### config.mk
export PLATFORM = sky130hd
export DESIGN_NAME = seg7_scan_display_flat
export DESIGN_NICKNAME = d
export VERILOG_FILES = /design/src/rtl/seg7_scan_display_pkg.sv /design/src/rtl/seg7_scan_display_if.sv /design/src/rtl/seg7_scan_display_glyph_enc.sv /design/src/rtl/seg7_scan_display.sv /design/src/flat_wrapper.sv
export SDC_FILE = /design/constraint.sdc
export NUM_CORES = 1
export LEC_CHECK = 0
export ABC_AREA = 1
export CAP_MARGIN = 30
export CORE_MARGIN = 2
export CORE_UTILIZATION = 53
export DETAILED_ROUTE_END_ITERATION = 6
export PLACE_DENSITY = 0.85
export SLEW_MARGIN = 20
export SYNTH_ARGS = -nofsm -noshare
export SYNTH_HDL_FRONTEND = slang
export SYNTH_SLANG_ARGS = --single-unit
export TNS_END_PERCENT = 50
### constraint.sdc
create_clock -name clk -period 5.8 [get_ports clk]
set_clock_uncertainty 0.1 [all_clocks]
set_input_delay 0.58 -clock clk [delete_from_list [all_inputs] [get_ports clk]]
set_output_delay 0.58 -clock clk [all_outputs]
set_load 0.02 [all_outputs]
### src/rtl/seg7_scan_display_pkg.sv
// Shared glyph constants, display mode encoding and hex glyph lookup for the
// 7-segment display blocks. Segment order is {a,b,c,d,e,f,g}, active low.
package seg7_scan_display_pkg;

  typedef enum logic {
    MODE_BIN = 1'b0,
    MODE_HEX = 1'b1
  } mode_e;

  localparam logic [6:0] ZERO  = 7'b0000001;
  localparam logic [6:0] ONE   = 7'b1001111;
  localparam logic [6:0] BLANK = 7'b1111111;

  localparam logic [6:0] HEX_0 = 7'b0000001;
  localparam logic [6:0] HEX_1 = 7'b1001111;
  localparam logic [6:0] HEX_2 = 7'b0010010;
  localparam logic [6:0] HEX_3 = 7'b0000110;
  localparam logic [6:0] HEX_4 = 7'b1001100;
  localparam logic [6:0] HEX_5 = 7'b0100100;
  localparam logic [6:0] HEX_6 = 7'b0100000;
  localparam logic [6:0] HEX_7 = 7'b0001111;
  localparam logic [6:0] HEX_8 = 7'b0000000;
  localparam logic [6:0] HEX_9 = 7'b0000100;
  localparam logic [6:0] HEX_A = 7'b0001000;
  localparam logic [6:0] HEX_B = 7'b1100000;
  localparam logic [6:0] HEX_C = 7'b0110001;
  localparam logic [6:0] HEX_D = 7'b1000010;
  localparam logic [6:0] HEX_E = 7'b0110000;
  localparam logic [6:0] HEX_F = 7'b0111000;

  function automatic logic [6:0] hex_glyph(input logic [3:0] nibble);
    logic [6:0] pattern;
    pattern = BLANK;
    case (nibble)
      4'h0: pattern = HEX_0;
      4'h1: pattern = HEX_1;
      4'h2: pattern = HEX_2;
      4'h3: pattern = HEX_3;
      4'h4: pattern = HEX_4;
      4'h5: pattern = HEX_5;
      4'h6: pattern = HEX_6;
      4'h7: pattern = HEX_7;
      4'h8: pattern = HEX_8;
      4'h9: pattern = HEX_9;
      4'hA: pattern = HEX_A;
      4'hB: pattern = HEX_B;
      4'hC: pattern = HEX_C;
      4'hD: pattern = HEX_D;
      4'hE: pattern = HEX_E;
      4'hF: pattern = HEX_F;
      default: pattern = BLANK;
    endcase
    return pattern;
  endfunction

endpackage

### src/rtl/seg7_scan_display_if.sv
// Load handshake between the CPU result bus and the scanned display:
// the master offers a value and its mode, the display accepts when ready.
interface seg7_scan_display_if #(
  parameter int DATA_W = 16
) ();

  logic              load_valid;
  logic              load_ready;
  logic [DATA_W-1:0] load_data;
  logic              load_hex;

  modport master (
    output load_valid,
    output load_data,
    output load_hex,
    input  load_ready
  );

  modport slave (
    input  load_valid,
    input  load_data,
    input  load_hex,
    output load_ready
  );

endinterface

### src/rtl/seg7_scan_display_glyph_enc.sv
// Combinational glyph encoder: binary digits use nibble[0] only, hex digits
// use the full nibble, and blank overrides both.
module seg7_glyph_enc
  import seg7_scan_display_pkg::*;
(
  input  mode_e       mode,
  input  logic [3:0]  nibble,
  input  logic        blank,
  output logic [6:0]  pattern
);

  always_comb begin
    pattern = BLANK;
    if (!blank) begin
      if (mode == MODE_HEX) begin
        pattern = hex_glyph(nibble);
      end else begin
        pattern = nibble[0] ? ONE : ZERO;
      end
    end
  end

endmodule

### src/rtl/seg7_scan_display.sv
// Time-multiplexed 7-segment driver: scans NUM_DIGITS common-anode digits and
// swaps in newly loaded values only at frame boundaries so a frame never tears.
module seg7_scan_display
  import seg7_scan_display_pkg::*;
#(
  parameter int NUM_DIGITS  = 8,
  parameter int DATA_W      = 16,
  parameter int REFRESH_DIV = 50000
) (
  input  logic                  clk,
  input  logic                  rst_n,
  input  logic                  en,
  seg7_scan_display_if.slave    load,
  output logic [6:0]            seg,
  output logic [NUM_DIGITS-1:0] an,
  output logic                  frame_done
);

  localparam int DIV_W = $clog2(REFRESH_DIV);
  localparam int IDX_W = (NUM_DIGITS > 1) ? $clog2(NUM_DIGITS) : 1;
  localparam logic [DIV_W-1:0] DIV_LAST = DIV_W'(REFRESH_DIV - 1);
  localparam logic [IDX_W-1:0] IDX_LAST = IDX_W'(NUM_DIGITS - 1);
  localparam logic [31:0] BIN_DIGITS = DATA_W;
  localparam logic [31:0] HEX_DIGITS = (DATA_W + 3) / 4;

  logic [DIV_W-1:0]  div_cnt;
  logic [IDX_W-1:0]  digit_idx;
  logic              tick;
  logic [DATA_W-1:0] pending_data;
  mode_e             pending_mode;
  logic              pending_full;
  logic [DATA_W-1:0] active_data;
  mode_e             active_mode;
  logic [63:0]       padded;
  logic [5:0]        bit_idx;
  logic [5:0]        nib_base;
  logic [3:0]        nibble;
  logic              blank;
  logic [6:0]        glyph;

  assign tick            = en && (div_cnt == DIV_LAST);
  assign frame_done      = tick && (digit_idx == IDX_LAST);
  assign load.load_ready = !pending_full;

  always_ff @(posedge clk) begin
    if (!rst_n) begin
      div_cnt   <= '0;
      digit_idx <= '0;
    end else if (en) begin
      if (tick) begin
        div_cnt   <= '0;
        digit_idx <= (digit_idx == IDX_LAST) ? '0 : digit_idx + 1'b1;
      end else begin
        div_cnt <= div_cnt + 1'b1;
      end
    end
  end

  // Commit needs pending_full already set, so a value accepted in the
  // frame-end cycle itself waits for the following frame end.
  always_ff @(posedge clk) begin
    if (!rst_n) begin
      pending_data <= '0;
      pending_mode <= MODE_BIN;
      pending_full <= 1'b0;
      active_data  <= '0;
      active_mode  <= MODE_BIN;
    end else if (frame_done && pending_full) begin
      active_data  <= pending_data;
      active_mode  <= pending_mode;
      pending_full <= 1'b0;
    end else if (load.load_valid && !pending_full) begin
      pending_data <= load.load_data;
      pending_mode <= mode_e'(load.load_hex);
      pending_full <= 1'b1;
    end
  end

  always_comb begin
    padded   = 64'(active_data);
    bit_idx  = 6'(digit_idx);
    nib_base = {bit_idx[3:0], 2'b00};
    nibble   = 4'h0;
    blank    = 1'b1;
    if (active_mode == MODE_HEX) begin
      nibble = padded[nib_base +: 4];
      blank  = (32'(digit_idx) >= HEX_DIGITS);
    end else begin
      nibble = {3'b000, padded[bit_idx]};
      blank  = (32'(digit_idx) >= BIN_DIGITS);
    end
  end

  seg7_glyph_enc u_glyph_enc (
    .mode    (active_mode),
    .nibble  (nibble),
    .blank   (blank),
    .pattern (glyph)
  );

  always_ff @(posedge clk) begin
    if (!rst_n) begin
      seg <= BLANK;
      an  <= '1;
    end else if (en) begin
      seg <= glyph;
      an  <= ~(NUM_DIGITS'(1) << digit_idx);
    end else begin
      seg <= BLANK;
      an  <= '1;
    end
  end

endmodule

### src/flat_wrapper.sv
// flat-port wrapper written by rule: the top's interface ports become plain ports
module seg7_scan_display_flat import seg7_scan_display_pkg::*;
#(
  parameter int NUM_DIGITS  = 8,
  parameter int DATA_W      = 16,
  parameter int REFRESH_DIV = 50000
)
  (clk, rst_n, en, seg, an, frame_done, load_load_valid, load_load_data, load_load_hex, load_load_ready);
  seg7_scan_display_if #(.DATA_W(DATA_W)) load_i ();
  input  logic clk;
  input  logic rst_n;
  input  logic en;
  output logic [6:0] seg;
  output logic [NUM_DIGITS-1:0] an;
  output logic frame_done;
  input wire logic [$bits(load_i.load_valid)-1:0] load_load_valid;
  input wire logic [$bits(load_i.load_data)-1:0] load_load_data;
  input wire logic [$bits(load_i.load_hex)-1:0] load_load_hex;
  output wire logic [$bits(load_i.load_ready)-1:0] load_load_ready;
  assign load_i.load_valid = load_load_valid;
  assign load_i.load_data = load_load_data;
  assign load_i.load_hex = load_load_hex;
  assign load_load_ready = load_i.load_ready;
  seg7_scan_display #(.NUM_DIGITS(NUM_DIGITS), .DATA_W(DATA_W), .REFRESH_DIV(REFRESH_DIV)) u_core (.clk(clk), .rst_n(rst_n), .en(en), .load(load_i), .seg(seg), .an(an), .frame_done(frame_done));
endmodule
==> results.yml, run 1 <==
grt:
  global_route.overflow_total: 0
  grtUsageTotal: 0.2110
  grt_start_max_net_pins: 43
  grt_pass1_wl_microns: 10670
  grt_antenna_before_repair: 0
  first_global_vias: 2506
finish:
  layout.filler_cells: 504
  antenna-diode-count: 0
  ff_latch_area_sq_um: 1381
  area.growth.synth_to_final_pct: 18.12
  ratio_of_cells_with_drive_above_1_in_the_final_layout: 0.06972
  num-nets-final: 491
  area_taken_by_multi_input_logic_gates_sq_um: 1484
  stdcell_area_sq_um: 3695
yosys:
  postSynthRegisterBits: 69
  count_of_warnings_emitted_by_yosys: 0
  postSynthCellCount: 420
  synth_largest_type_area_fraction: 0.4416
  yosys-top-cells-area: "sky130_fd_sc_hd__dfxtp_1 44%, sky130_fd_sc_hd__nand2_1 8.3%, sky130_fd_sc_hd__nor2_1 8.2%, sky130_fd_sc_hd__o21ai_0 6.9%, sky130_fd_sc_hd__inv_1 5.6%"
  synth_cell_area_sq_um: 3128
  synth.net_count: 454
  synth_top_area_cell: "sky130_fd_sc_hd__dfxtp_1"
  yosysUniqueCellTypes: 32
  sequential_element_share_of_the_synthesized_area: 0.4416
  post_synthesis_average_cell_area_sq_um: 7.448
route:
  antenna_violating_nets_post_route: 0
  via_per_inst: 5.017
  drc: 0
  via_count: 2664
  detailedRoute.firstPassIterationCount: 4
  drt_iter0_drc: 162
  wire_per_inst_microns: 11.73
  wirelength_microns: 6230
placement:
  io_buffer_count: 37
  placedInstanceArea_sq_um: 3527
  detailed_place_hpwl_microns: 4509
  globalplace.congestion: 0.9583
clock_network:
  clkSlewWorstSetupHoldPaths_ps: 70
  clk-insertion-delay-late_ps: 340
  clock_tree.htree_level_count: 3
  tritoncts: "yes"
  hold_buffers: 0
  clk_root_buffer_cell: "sky130_fd_sc_hd__clkbuf_8"
  postCtsSetupRepairBufs: 0
  clock_sinks: 69
  post_cts.resized_instances: 0
  cts_max_path_buffers: 2
  cts_made_buffers: 9
timing:
  fin_crit_ps: 3070
  finalMaxSlewViolations: 0
  worst_slew_pin_slew_ps: 682.1
  grt_setup_unrepaired: "no"
  final.setup.tns_ps: 0
  finalHoldViolations: 0
  max_clock_freq_ghz: 0.3257
  timing.final.crit_share: 0.5294
  timing.max_slew.rel_slack: 0.5448
  report.final.setup_viol: 0
critical_path:
  critPathTopFamily: "buffers and inverters"
  critical_path_arrival_ps: 2390
  worst_path_max_delay_cell: "sky130_fd_sc_hd__clkdlybuf4s50_1"
  critPathRequiredTime_ps: 5120
  timing_worst_setup_path_type: "primary input to primary output"
  cpMostUsedCell: "sky130_fd_sc_hd__clkdlybuf4s50_1"
  cpPeakStageDelay_ps: 720
  setup.worst_path.end_class: "primary output"
  timing.critical_path.cells: "clkdlybuf4s50_1 > nand3_4 > nand3b_1 > nor2_1 > clkdlybuf4s50_1"
  crit_buf_inv: 2
  internal_reg_to_reg_setup_slack_ps: 3120
  critPathLaunchType: "primary input"
  worst-path-max-fanout: 8
min_path:
  path_class_of_the_lowest_slack_min_delay_path: "register to register"
floorplanning:
  floorplan.initialDensity: 0.5578
  rows: 27
  die_width_microns: 80.83
  die-area_sq_um: 6533
  dieHeight_microns: 80.83
  io_pins: 38
  core_sq_um: 5608
outcome:
  outcome: "completed"
run:
  timing.max_cap.violations: 0
power_and_ir_drop:
  power.density_nw_per_um2: 246.6
  leakage_power_nw: 1.483
  ir_worst_vdd_uv: 151.5
## per-layer routing
| layer | GRT usage | share of wire |
|---|---|---|
| met5 | 0 | 0 |
| met4 | 0.1085 | 0.022 |
| met3 | 0.03667 | 0.046 |
| met2 | 0.3669 | 0.48 |
| met1 | 0.2486 | 0.45 |
## sequential cells by signal, indices dropped and copies added (netlist names)
| register | count |
|---|---|
| u_core.div_cnt | 16 |
| u_core.an | 8 |
| u_core.digit_idx | 3 |
| u_core.pending_mode | 1 |
| u_core.seg | 7 |
| u_core.pending_data | 16 |
| u_core.pending_full | 1 |
| u_core.active_data | 16 |
| u_core.active_mode | 1 |
## cell usage after synthesis (all sizes together)
cell type	number
a21oi	26
a31oi	1
buf	5
clkbuf	7
dfxtp	69
ha	13
inv	51
nand2	72
nand3	30
nand3b	1
nand4	1
nor2	73
nor3	10
nor4	1
o211ai	2
o21ai	52
o21bai	1
o22ai	1
o31ai	1
xor2	3
## logic make-up (layout without fill, tap and decap cells)
kind of cell | after synthesis | after routing | share of synthesized area
adders and majority gates | 13 | 13 | 0.05200
AOI/OAI and AO/OA | 84 | 84 | 0.1396
buffers and inverters | 63 | 102 | 0.08400
and+or+nand+nor | 188 | 188 | 0.2744
xor gates and xnor gates | 3 | 3 | 0.008402
DFF | 69 | 69 | 0.4416
## final cells by class
class | count | area share
clock inverter | 3 | 0.01084
multi-input combinational | 288 | 0.4016
tap | 72 | 0.02438
sequential | 69 | 0.3739
clock buffer | 10 | 0.03454
timing repair buffer | 38 | 0.1023
inverter | 51 | 0.05249
## cells in the final DEF, fill, tap and decap left out, types with 2 or more instances in the layout
master	instances
sky130_fd_sc_hd__nand2_1	69
sky130_fd_sc_hd__dfxtp_1	69
sky130_fd_sc_hd__nor2_1	68
sky130_fd_sc_hd__inv_1	47
sky130_fd_sc_hd__o21ai_0	43
sky130_fd_sc_hd__clkdlybuf4s50_1	37
sky130_fd_sc_hd__nand3_1	27
sky130_fd_sc_hd__a21oi_1	25
sky130_fd_sc_hd__ha_1	13
sky130_fd_sc_hd__o21ai_1	9
sky130_fd_sc_hd__clkbuf_8	9
sky130_fd_sc_hd__nor3_1	7
sky130_fd_sc_hd__inv_2	3
sky130_fd_sc_hd__nand2_2	3
sky130_fd_sc_hd__nor2_2	3
sky130_fd_sc_hd__nor3_4	3
sky130_fd_sc_hd__xor2_1	3
sky130_fd_sc_hd__nor2_4	2
sky130_fd_sc_hd__nand3_4	2
sky130_fd_sc_hd__o211ai_1	2
sky130_fd_sc_hd__clkinv_2	2
## worst register-to-register path, cell delays in order, from the launching register on
cell and delay (ps):
sky130_fd_sc_hd__dfxtp_1 610, sky130_fd_sc_hd__inv_1 340, sky130_fd_sc_hd__nand2_1 170, sky130_fd_sc_hd__nand3_1 90, sky130_fd_sc_hd__nand3_1 100, sky130_fd_sc_hd__nand2_1 80
sky130_fd_sc_hd__nand2_1 80, sky130_fd_sc_hd__nand2_1 120, sky130_fd_sc_hd__inv_1 160, sky130_fd_sc_hd__ha_1 260, sky130_fd_sc_hd__nor2_1 110, sky130_fd_sc_hd__nor2_1 80
sky130_fd_sc_hd__o21ai_0 100, sky130_fd_sc_hd__nand2_1 70, sky130_fd_sc_hd__nand2_1 60, sky130_fd_sc_hd__nand2_1 40
## power by group
part	leakage (nW)	internal (mW)	switching, mW
registers	0.563	0.488	0.00746
logic	0.832	0.0275	0.0312
clock network	0.0878	0.190	0.167
## worst paths after layout
| check | startpoint | cells after the start | endpoint |
|---|---|---|---|
| max | en | 5 | frame_done |
| min | u_core.pending_data[8] | 2 | u_core.pending_data[8] |
| max reg2reg | u_core.digit_idx[0] | 15 | u_core.seg[3] |
| min reg2reg | u_core.pending_data[8] | 2 | u_core.pending_data[8] |
## through the flow
| stage | worst slack [ps] | hold slack (ps) | instances | power, mW | utilization |
|---|---|---|---|---|---|
| floorplan | 3863 | 320.5 | 420 | 0.5385 | - |
| global placement | 2766 | 330.9 | 518 | 0.5629 | 0.6290 |
| detailed placement | 2733 | 335.9 | 518 | 0.5654 | 0.6290 |
| CTS | 2733 | 346.0 | 531 | 0.9116 | 0.6589 |
| global route | 2671 | 361.6 | 531 | 0.9416 | 0.6589 |
| finish | 2730 | 344.6 | 531 | 0.9110 | 0.6589 |
Note: power is estimated with default switching activity, not from simulation.
==> inputs of run 2 (changes only) <==
--- a/config.mk
+++ b/config.mk
@@ -8,7 +8,7 @@
 export ABC_AREA = 1
 export CAP_MARGIN = 30
 export CORE_MARGIN = 2
-export CORE_UTILIZATION = 53
+export CORE_UTILIZATION = 50
 export DETAILED_ROUTE_END_ITERATION = 6
 export PLACE_DENSITY = 0.85
 export SLEW_MARGIN = 20
==> constraint.sdc (replaced) <==
create_clock -name clk -period 2.6 [get_ports clk]
set_clock_uncertainty 0.1 [all_clocks]
set_input_delay 0.26 -clock clk [delete_from_list [all_inputs] [get_ports clk]]
set_output_delay 0.26 -clock clk [all_outputs]
set_load 0.02 [all_outputs]
==> run 2 against run 1 <==
Final area increased by 0.51%. Critical path type is now register to register. Highest routed layer unchanged. Non-clock buffer count up 2. Hold slack improved by 3.4 ps. Sequential share of layout area decreased by 0.19 points. Clock-buffer cell count unchanged. Critical endpoint is now u_core.seg[3]. Flip-flop and latch count unchanged. Critical path depth up 10. Register-to-register slack got worse by 2800 ps. Largest power group unchanged. Cell count up 1.3%.
==> results.yml, run 2 (synthesis results as in run 1) <==
finish:
  ratio_of_cells_with_drive_above_1_in_the_final_layout: 0.07991
  most-common-layout-cells: "69 x sky130_fd_sc_hd__nand2_1, 69 x sky130_fd_sc_hd__dfxtp_1, 68 x sky130_fd_sc_hd__nor2_1"
  antenna-diode-count: 0
  num-nets-final: 493
  area.growth.synth_to_final_pct: 18.72
  ff_latch_area_sq_um: 1381
  biggestRegsByFlops: "u_core.active_data (16), u_core.div_cnt (16), u_core.pending_data (16)"
  layout.filler_cells: 536
  area_taken_by_multi_input_logic_gates_sq_um: 1484
route:
  antenna_violating_nets_post_route: 0
  wirelength_microns: 6014
  detailedRoute.firstPassIterationCount: 4
  via_count: 2716
  drt_iter0_drc: 155
  drc: 0
  wire_per_inst_microns: 11.18
  via_per_inst: 5.048
min_path:
  path_class_of_the_lowest_slack_min_delay_path: "register to register"
  hold_path_end: "u_core.pending_data[13]"
  hold_path_startpoint: "u_core.pending_data[13]"
  holdPathStages: 2
clock_network:
  cts_made_buffers: 9
  cts_max_path_buffers: 2
  clk-insertion-delay-late_ps: 350
  clock_tree.htree_level_count: 3
  tritoncts: "yes"
  clkSlewWorstSetupHoldPaths_ps: 70
  clk_root_buffer_cell: "sky130_fd_sc_hd__clkbuf_8"
  clock_sinks: 69
  postCtsSetupRepairBufs: 0
critical_path:
  timing_worst_setup_path_type: "register to register"
  setup.worst_path.end_class: "register"
  critical_path.reg2reg.endpoint: "u_core.seg[3]"
  r2r-start: "u_core.digit_idx[0]"
  critPathLaunchType: "register"
  critPathTopFamily: "simple AND/OR/NAND/NOR gates"
  internal_reg_to_reg_setup_slack_ps: 320
  worst_path_max_delay_cell: "sky130_fd_sc_hd__dfxtp_1"
  cpMostUsedCell: "sky130_fd_sc_hd__nand2_1"
  critical_path_arrival_ps: 2410
  cpPeakStageDelay_ps: 360
  critical_path_cell_count: 15
  setup.worst_path.start: "u_core.digit_idx[0]"
  crit_buf_inv: 2
  ff2ff_path_depth: 15
  worst-path-max-fanout: 13
  critPathRequiredTime_ps: 2730
  timing.critical_path.cells: "inv_1 > nand2_1 > nand3_1 > nand3_1 > nand2_1 > nand2_1 > nand2_1 > inv_1 > ha_1 > nor2_1 > nor2_1 > o21ai_0 > nand2_1 > nand2_1 > nand2_1"
timing:
  timing.max_slew.rel_slack: 0.5397
  worst_slew_pin_slew_ps: 689.7
  finalMaxSlewViolations: 0
  report.final.setup_viol: 0
  fin_crit_ps: 2277
  max_clock_freq_ghz: 0.4392
  finalHoldViolations: 0
  final.setup.tns_ps: 0
  grt_setup_unrepaired: "no"
  timing.final.crit_share: 0.8757
run:
  timing.max_cap.violations: 0
grt:
  first_global_vias: 2549
  grt_pass1_wl_microns: 10720
  global_route.overflow_total: 0
  grt_antenna_before_repair: 0
  grtUsageTotal: 0.1886
  grt_start_max_net_pins: 38
power_and_ir_drop:
  leakage_power_nw: 1.512
  ir_worst_vdd_uv: 302.7
  power_mw: 1.985
  power.density_nw_per_um2: 534.5
floorplanning:
  die_width_microns: 83.10
  dieHeight_microns: 83.10
  floorplan.initialDensity: 0.5221
  io_pins: 38
  die-area_sq_um: 6905
  rows: 28
  core_sq_um: 5991
placement:
  globalplace.congestion: 0.8769
  detailed_place_hpwl_microns: 4371
  io_buffer_count: 37
outcome:
  outcome: "completed"
## run 2: changes by cell type in the layout (fill, tap and decap cells not counted)
| cell | before | now |
|---|---|---|
| sky130_fd_sc_hd__clkbuf_1 | 1 | 0 |
| sky130_fd_sc_hd__clkdlybuf4s50_1 | 37 | 36 |
| sky130_fd_sc_hd__clkbuf_8 | 9 | 10 |
| sky130_fd_sc_hd__clkinvlp_4 | 0 | 1 |
| sky130_fd_sc_hd__dlymetal6s2s_1 | 0 | 1 |
| sky130_fd_sc_hd__buf_4 | 1 | 3 |
| sky130_fd_sc_hd__bufinv_16 | 1 | 0 |
| sky130_fd_sc_hd__clkinv_2 | 2 | 4 |
## run 2: repair_timing
action                                  4_1_cts  5_1_grt
resized for setup                             0        1
endpoints found under the setup margin        0        1
hold buffers                                  0        0
## run 2: cell type report
class	count	share of cell area
Clock inverter	5	0.007412
Timing Repair Buffer	40	0.1065
Tap cell	75	0.02527
Sequential cell	69	0.3720
Multi-Input combinational cell	288	0.3996
Clock buffer	10	0.03706
Inverter	51	0.05222
## run 2: worst max-delay path by stage
stage                                to
after global placement       frame_done
after detailed placement     frame_done
after global routing      u_core.seg[3]
after floorplan           u_core.seg[3]
after CTS                    frame_done
final                     u_core.seg[3]
## run 2: per-layer routing
metal,global-route usage,up-vias,part of all wire
met5,0,-,0
met4,0.09240,0,0.025
met3,0.04970,15,0.046
met2,0.3116,66,0.45
met1,0.2269,1210,0.48
li1,-,1425,-
## run 2: worst register-to-register path: cells and delay by family, from the launching register on
kind                     cells  cell delay, ps
AO/OA/AOI/OAI                1              90
adder cells (fa/ha/maj)      1             280
buffers and inverters        2             410
flip-flops                   1             360
AND/OR/NAND/NOR             11             920
## run 2: where the power goes
group | total [mW] | internal, mW | switching (mW)
combinational | 0.133 | 0.0625 | 0.0707
clock | 0.747 | 0.359 | 0.388
sequential | 1.10 | 1.09 | 0.0156
## run 2: stage by stage
stage                     hold slack, ps  utilization  setup WS (ps)  std cells  cell area (sq um)
after floorplan                    294.9            -          676.0        420               3128
after global placement             331.1       0.5919          394.2        523               3546
after detailed placement           334.3       0.5919          371.3        523               3546
after CTS                          345.0       0.6195          51.66        538               3711
after global routing               370.4       0.6199          63.67        538               3714
final                              348.1       0.6199          323.2        538               3714
